[src/rtl/change_dispenser.sv]
// change_dispenser: payout side of the vending machine.
// Accepts a change amount in cents and drives the coin ejector one coin at a
// time over a valid/ack handshake. Coins are chosen greedily (largest first)
// from per-denomination inventories. Any unpayable residue is reported.
//
// Optional build macro: CHANGE_TIMEOUT_EN adds an ack watchdog that aborts
// the transaction with jam=1 after TIMEOUT_CYCLES cycles without eject_ack.
//
// Ports:
//   clk, reset       clock; synchronous active-high reset
//   start, amount    request payout of amount (cents), sampled in IDLE only
//   refill           reload every inventory to INV_INIT, IDLE only
//   eject_ack        ejector accepted the presented coin
//   eject_valid      coin request presented
//   eject_coin       0 none, 1 nickel, 2 dime, 3 quarter, 4 fifty, 5 dollar
//   busy             state is not IDLE
//   done             one-cycle pulse at transaction end
//   short_flag       last transaction left an unpaid residue
//   shortfall        unpaid residue in cents
//   jam              ack timeout abort (0 unless CHANGE_TIMEOUT_EN)
module change_dispenser #(
  parameter int unsigned INV_INIT       = 20,
  parameter int unsigned TIMEOUT_CYCLES = 1000
) (
  input  logic       clk,
  input  logic       reset,
  input  logic       start,
  input  logic [8:0] amount,
  input  logic       refill,
  input  logic       eject_ack,
  output logic       eject_valid,
  output logic [2:0] eject_coin,
  output logic       busy,
  output logic       done,
  output logic       short_flag,
  output logic [8:0] shortfall,
  output logic       jam
);

  localparam int unsigned AmtW   = 9;
  localparam int unsigned InvW   = 8;
  localparam int unsigned CoinW  = 3;
  localparam int unsigned NumDen = 5;
  localparam logic [InvW-1:0] InvInit = InvW'(INV_INIT);

  typedef enum logic [1:0] {IDLE, SELECT, EJECT, DONE} stateT;

  stateT            state, stateNext;
  logic [AmtW-1:0]  remaining, remainingNext;
  logic [InvW-1:0]  inv [NumDen];
  logic [InvW-1:0]  invNext [NumDen];
  logic             validNext, busyNext, doneNext, shortFlagNext;
  logic [CoinW-1:0] coinNext, pick, coinIdx;
  logic [AmtW-1:0]  shortfallNext;
  logic             found;

  // Coin code to value in cents; code 0 is "no coin".
  function automatic logic [AmtW-1:0] coinValue(input logic [CoinW-1:0] code);
    case (code)
      3'd1:    coinValue = 9'd5;
      3'd2:    coinValue = 9'd10;
      3'd3:    coinValue = 9'd25;
      3'd4:    coinValue = 9'd50;
      3'd5:    coinValue = 9'd100;
      default: coinValue = 9'd0;
    endcase
  endfunction

  // Inventory slot of the coin being presented (code 1 -> slot 0).
  assign coinIdx = CoinW'(eject_coin - 3'd1);

`ifdef CHANGE_TIMEOUT_EN
  localparam int unsigned TimerW = 16;
  logic [TimerW-1:0] timer, timerNext;
  logic              jamNext;
`else
  assign jam = 1'b0;
  // Parameter only meaningful with the watchdog; keep it referenced.
  if (TIMEOUT_CYCLES == 0) begin : gNoTimeout
  end
`endif

  // Next-state and next-output logic.
  always_comb begin
    stateNext     = state;
    remainingNext = remaining;
    invNext       = inv;
    validNext     = eject_valid;
    coinNext      = eject_coin;
    shortFlagNext = short_flag;
    shortfallNext = shortfall;
    found         = 1'b0;
    pick          = '0;
`ifdef CHANGE_TIMEOUT_EN
    jamNext       = jam;
    timerNext     = '0;
`endif
    case (state)
      IDLE: begin
        if (start) begin
          remainingNext = amount;
          shortFlagNext = 1'b0;
          shortfallNext = '0;
`ifdef CHANGE_TIMEOUT_EN
          jamNext       = 1'b0;
`endif
          stateNext     = SELECT;
        end else if (refill) begin
          for (int i = 0; i < NumDen; i++) invNext[i] = InvInit;
        end
      end
      SELECT: begin
        // Largest denomination that fits and is still stocked.
        for (int i = NumDen - 1; i >= 0; i--) begin
          if (!found && inv[i] != '0 && coinValue(CoinW'(i + 1)) <= remaining) begin
            found = 1'b1;
            pick  = CoinW'(i + 1);
          end
        end
        if (remaining == '0) begin
          stateNext = DONE;
        end else if (found) begin
          coinNext  = pick;
          validNext = 1'b1;
          stateNext = EJECT;
        end else begin
          shortFlagNext = 1'b1;
          shortfallNext = remaining;
          stateNext     = DONE;
        end
      end
      EJECT: begin
        if (eject_ack) begin
          remainingNext    = remaining - coinValue(eject_coin);
          invNext[coinIdx] = inv[coinIdx] - 8'd1;
          validNext        = 1'b0;
          coinNext         = '0;
          stateNext        = SELECT;
`ifdef CHANGE_TIMEOUT_EN
        end else if (timer == TimerW'(TIMEOUT_CYCLES - 1)) begin
          // Abort without deducting the pending coin.
          validNext     = 1'b0;
          coinNext      = '0;
          jamNext       = 1'b1;
          shortFlagNext = 1'b1;
          shortfallNext = remaining;
          stateNext     = DONE;
        end else begin
          timerNext = timer + 16'd1;
`endif
        end
      end
      DONE:    stateNext = IDLE;
      default: stateNext = IDLE;
    endcase
    doneNext = (stateNext == DONE);
    busyNext = (stateNext != IDLE);
  end

  // State and output registers.
  always_ff @(posedge clk) begin
    if (reset) begin
      state       <= IDLE;
      remaining   <= '0;
      eject_valid <= 1'b0;
      eject_coin  <= '0;
      busy        <= 1'b0;
      done        <= 1'b0;
      short_flag  <= 1'b0;
      shortfall   <= '0;
      for (int i = 0; i < NumDen; i++) inv[i] <= InvInit;
`ifdef CHANGE_TIMEOUT_EN
      jam         <= 1'b0;
      timer       <= '0;
`endif
    end else begin
      state       <= stateNext;
      remaining   <= remainingNext;
      eject_valid <= validNext;
      eject_coin  <= coinNext;
      busy        <= busyNext;
      done        <= doneNext;
      short_flag  <= shortFlagNext;
      shortfall   <= shortfallNext;
      for (int i = 0; i < NumDen; i++) inv[i] <= invNext[i];
`ifdef CHANGE_TIMEOUT_EN
      jam         <= jamNext;
      timer       <= timerNext;
`endif
    end
  end

endmodule
[config.mk]
export PLATFORM = sky130hd
export DESIGN_NAME = change_dispenser
export DESIGN_NICKNAME = d
export VERILOG_FILES = /design/src/rtl/change_dispenser.sv
export SDC_FILE = /design/constraint.sdc
export NUM_CORES = 1
export LEC_CHECK = 0
export BUFFER_PORTS_ARGS = -buffer_cell sky130_fd_sc_hd__buf_2
export CAP_MARGIN = 30
export CORE_MARGIN = 3
export CORE_UTILIZATION = 60
export DETAILED_ROUTE_END_ITERATION = 10
export PLACE_DENSITY_LB_ADDON = 0.08
export SYNTH_ARGS = -nofsm -noshare
export SYNTH_HDL_FRONTEND = slang
export SYNTH_SLANG_ARGS = --single-unit
[constraint.sdc]
create_clock -name clk -period 3.3 [get_ports clk]
set_input_delay 0.165 -clock clk [delete_from_list [all_inputs] [get_ports clk]]
set_output_delay 0.165 -clock clk [all_outputs]
set_load 0.005 [all_outputs]
==> impl_metrics.json <==
{
  "outcome": "complete, no violations",
  "numCtsBuffers": 9,
  "ctsHoldBuffers": 0,
  "worstPathRequired_ns": 3.59,
  "port_buffers": 29,
  "post-cts-setup-buffer-count": 0,
  "avgViaCountPerCell": 6.62,
  "row_count": 27,
  "fp.dieH_um": 84.2,
  "first_global_vias": 3397,
  "synth_common_cells": "dfxtp_1, nor2_1, a21oi_1",
  "seqCellArea_sq_um": 1340,
  "path_class": "reg2reg",
  "synthDistinctLibCells": 62,
  "max_cap_viol_count": 0,
  "ys_seq_area_frac": 0.366,
  "synthCells": 435,
  "power_density_nw_per_um2": 681,
  "clk_pin_slew_ns": 0.07,
  "cts_max_level": 3,
  "area_growth_pct": 12.1,
  "comb_power_share": 0.369,
  "crit_path_end_kind": "flip-flop",
  "synth.top_cell.area_share": 0.366,
  "synth_area_leader_cell": "dfxtp_1",
  "p_int_mw": 1.76,
  "yosys_warnings": 0,
  "design.core.area_sq_um": 5710,
  "cts_buffer_depth": 2,
  "place_hpwl_um": 7400,
  "syn_area_per_cell_sq_um": 8.43,
  "diodes": 0,
  "nFillCells": 469,
  "boundaryPins": 31,
  "synth.area.top_cells": "dfxtp_1, nor2_1, a22oi_1",
  "grt_antenna_before_repair": 0,
  "switchingPower_mw": 1.04,
  "grt_max_degree": 34,
  "setup_violations": 0,
  "ys_ff_latch": 67,
  "period_share": 0.932,
  "cts_tree": "built",
  "cp_max_fo": 17,
  "drtIter0Drc": 305,
  "synthFlopType": "dfxtp_1",
  "switching_share": 0.371,
  "ir_drop_mv": 0.381,
  "period_minus_slack_ns": 3.08,
  "fp.dieArea_sq_um": 7090,
  "power_frac_seq": 0.335,
  "drtAntennaViolNets": 0,
  "slew_viol_final": 0,
  "clock_skew_ns": 0.00917,
  "drt_first_pass_iters": 5,
  "p_total_mw": 2.80,
  "gp_congestion": 0.987,
  "max_slew_margin": 0.509,
  "wl_um": 10200,
  "post_cts_resized": 0,
  "async_reset_ff_frac": 0,
  "synth_fp_nets": 463,
  "hold_depth": 3,
  "root_buffer": "clkbuf_8",
  "grt_pass1_wl_um": 16600,
  "worst_slew_pin_slew_ns": 0.729,
  "cp.arrival_ns": 3.37,
  "drt-wirelength-per-cell_um": 18.9,
  "power_frac_clock": 0.296,
  "track_usage": 0.293,
  "synth_edf_count": 0,
  "hold_class": "in2reg",
  "synth_most_common_cell": "dfxtp_1",
  "final_net_count": 491,
  "reg2regPathDepth": 11,
  "grt_remaining_overflow": 0,
  "rsz0062_at_grt": "false",
  "max_freq_mhz": 325,
  "post-route-drc-count": 0,
  "dr_total_vias": 3575,
  "p_leak_nw": 1.59,
  "synth_area_sq_um": 3670,
  "initial_core_util": 0.643,
  "drive_gt1_frac": 0.152,
  "cts.sinks": 67,
  "die_w_um": 84.2,
  "final-hold-violation-count": 0,
  "worst_setup_path_start_kind": "flip-flop",
  "clk_latency_ns": 0.35,
  "multi_input_area_sq_um": 2170,
  "tns_ns": 0
}
-- state kept, by name (all words and copies together) (netlist names) --
name         flops
state            2
eject_coin       3
eject_valid      1
short_flag       1
shortfall        9
busy             1
inv             40
done             1
remaining        9
-- kinds of logic (layout without fill, tap and decap cells) --
logic type / count (synthesis) / after routing / synth area share
simple gates: 160 / 160 / 0.221
compound gates: 137 / 137 / 0.266
flops: 67 / 67 / 0.366
buf+inv: 36 / 69 / 0.0423
fa+ha+maj: 14 / 14 / 0.0498
mux: 12 / 12 / 0.0334
xor+xnor: 8 / 8 / 0.0211
other cells: 1 / 1 / 0.00102
-- cell usage in the layout, fill, tap and decap left out, types with 3 or more instances in the layout --
cell type  netlist  routed
nor2b_1          6       6
mux2i_1         10      10
nand3_1          5       5
o311ai_0         3       3
o22ai_1          3       3
a21oi_1         30      30
buf_4            2       9
and2_1           6       6
nand2_1         27      27
ha_1            13      13
a31oi_1          5       5
a22o_1          20      20
xor2_1           4       4
nor2_1          59      59
o21ai_0         21      20
nand2b_1         6       6
a22oi_1         24      24
inv_1           14      14
clkbuf_8         0      10
bufinv_16        0       3
buf_2            4      29
nor3_1          20      20
a211oi_1        11      11
dfxtp_1         67      67
xnor2_1          3       3
nor4_1          11      11
-- final timing paths --
| check | start | endpoint | slack [ns] |
|---|---|---|---|
| setup / recovery | eject_coin[1] | inv[15] | 0.22 |
| hold / removal | amount[5] | remaining[5] | 0.08 |
| setup reg to reg | eject_coin[1] | inv[15] | 0.22 |
| hold reg to reg | eject_valid | eject_valid | 0.47 |
-- routing by layer --
metal / global-route usage / vias to the layer above / routed length [um] / part of all wire
met5: 0 / - / 0 / 0
met4: 0.129 / 0 / 262 / 0.026
met3: 0.0726 / 29 / 945 / 0.093
met2: 0.444 / 174 / 4480 / 0.44
met1: 0.396 / 1705 / 4500 / 0.44
li1: - / 1667 / - / -
-- layout make-up --
type / count / share of cell area
inverters: 15 / 0.0137
well taps: 72 / 0.0219
flip-flops and latches: 67 / 0.326
clock inverters: 5 / 0.0243
clock buffers: 11 / 0.0344
multi-input cells: 332 / 0.528
repair buffers: 38 / 0.0517
-- power by group through the flow --
stage | Clock [mW] | Combinational, mW | Sequential [mW]
after global routing | 0.873 | 1.13 | 0.944
after CTS | 0.838 | 1.01 | 0.934
after detailed placement | 0 | 1.00 | 0.952
final | 0.829 | 1.03 | 0.938
after global placement | 0 | 0.986 | 0.952
after floorplan | 0 | 0.783 | 0.921
-- stage by stage --
stage                     hold slack (ns)   util  std cells  cell area [sq um]  worst slack (ns)
final                              0.0779  0.721        540               4110             0.224
after global routing               0.0746  0.721        540               4110            0.0749
after CTS                          0.0701  0.721        540               4110             0.227
after detailed placement            0.441  0.678        524               3870             0.239
after global placement              0.431  0.678        524               3870             0.356
after floorplan                     0.319      -        435               3670             0.435
-- critical path, stage by stage (launching register included) --
cell,delay (ns)
dfxtp_1,0.42
inv_1,0.10
ha_1,0.21
ha_1,0.40
buf_4,0.27
nor2_1,0.10
a22oi_1,0.25
o22a_2,0.23
nand3_4,0.11
nor4b_4,0.39
xor2_2,0.34
a22o_1,0.19
(Power assumes the default switching activity.)
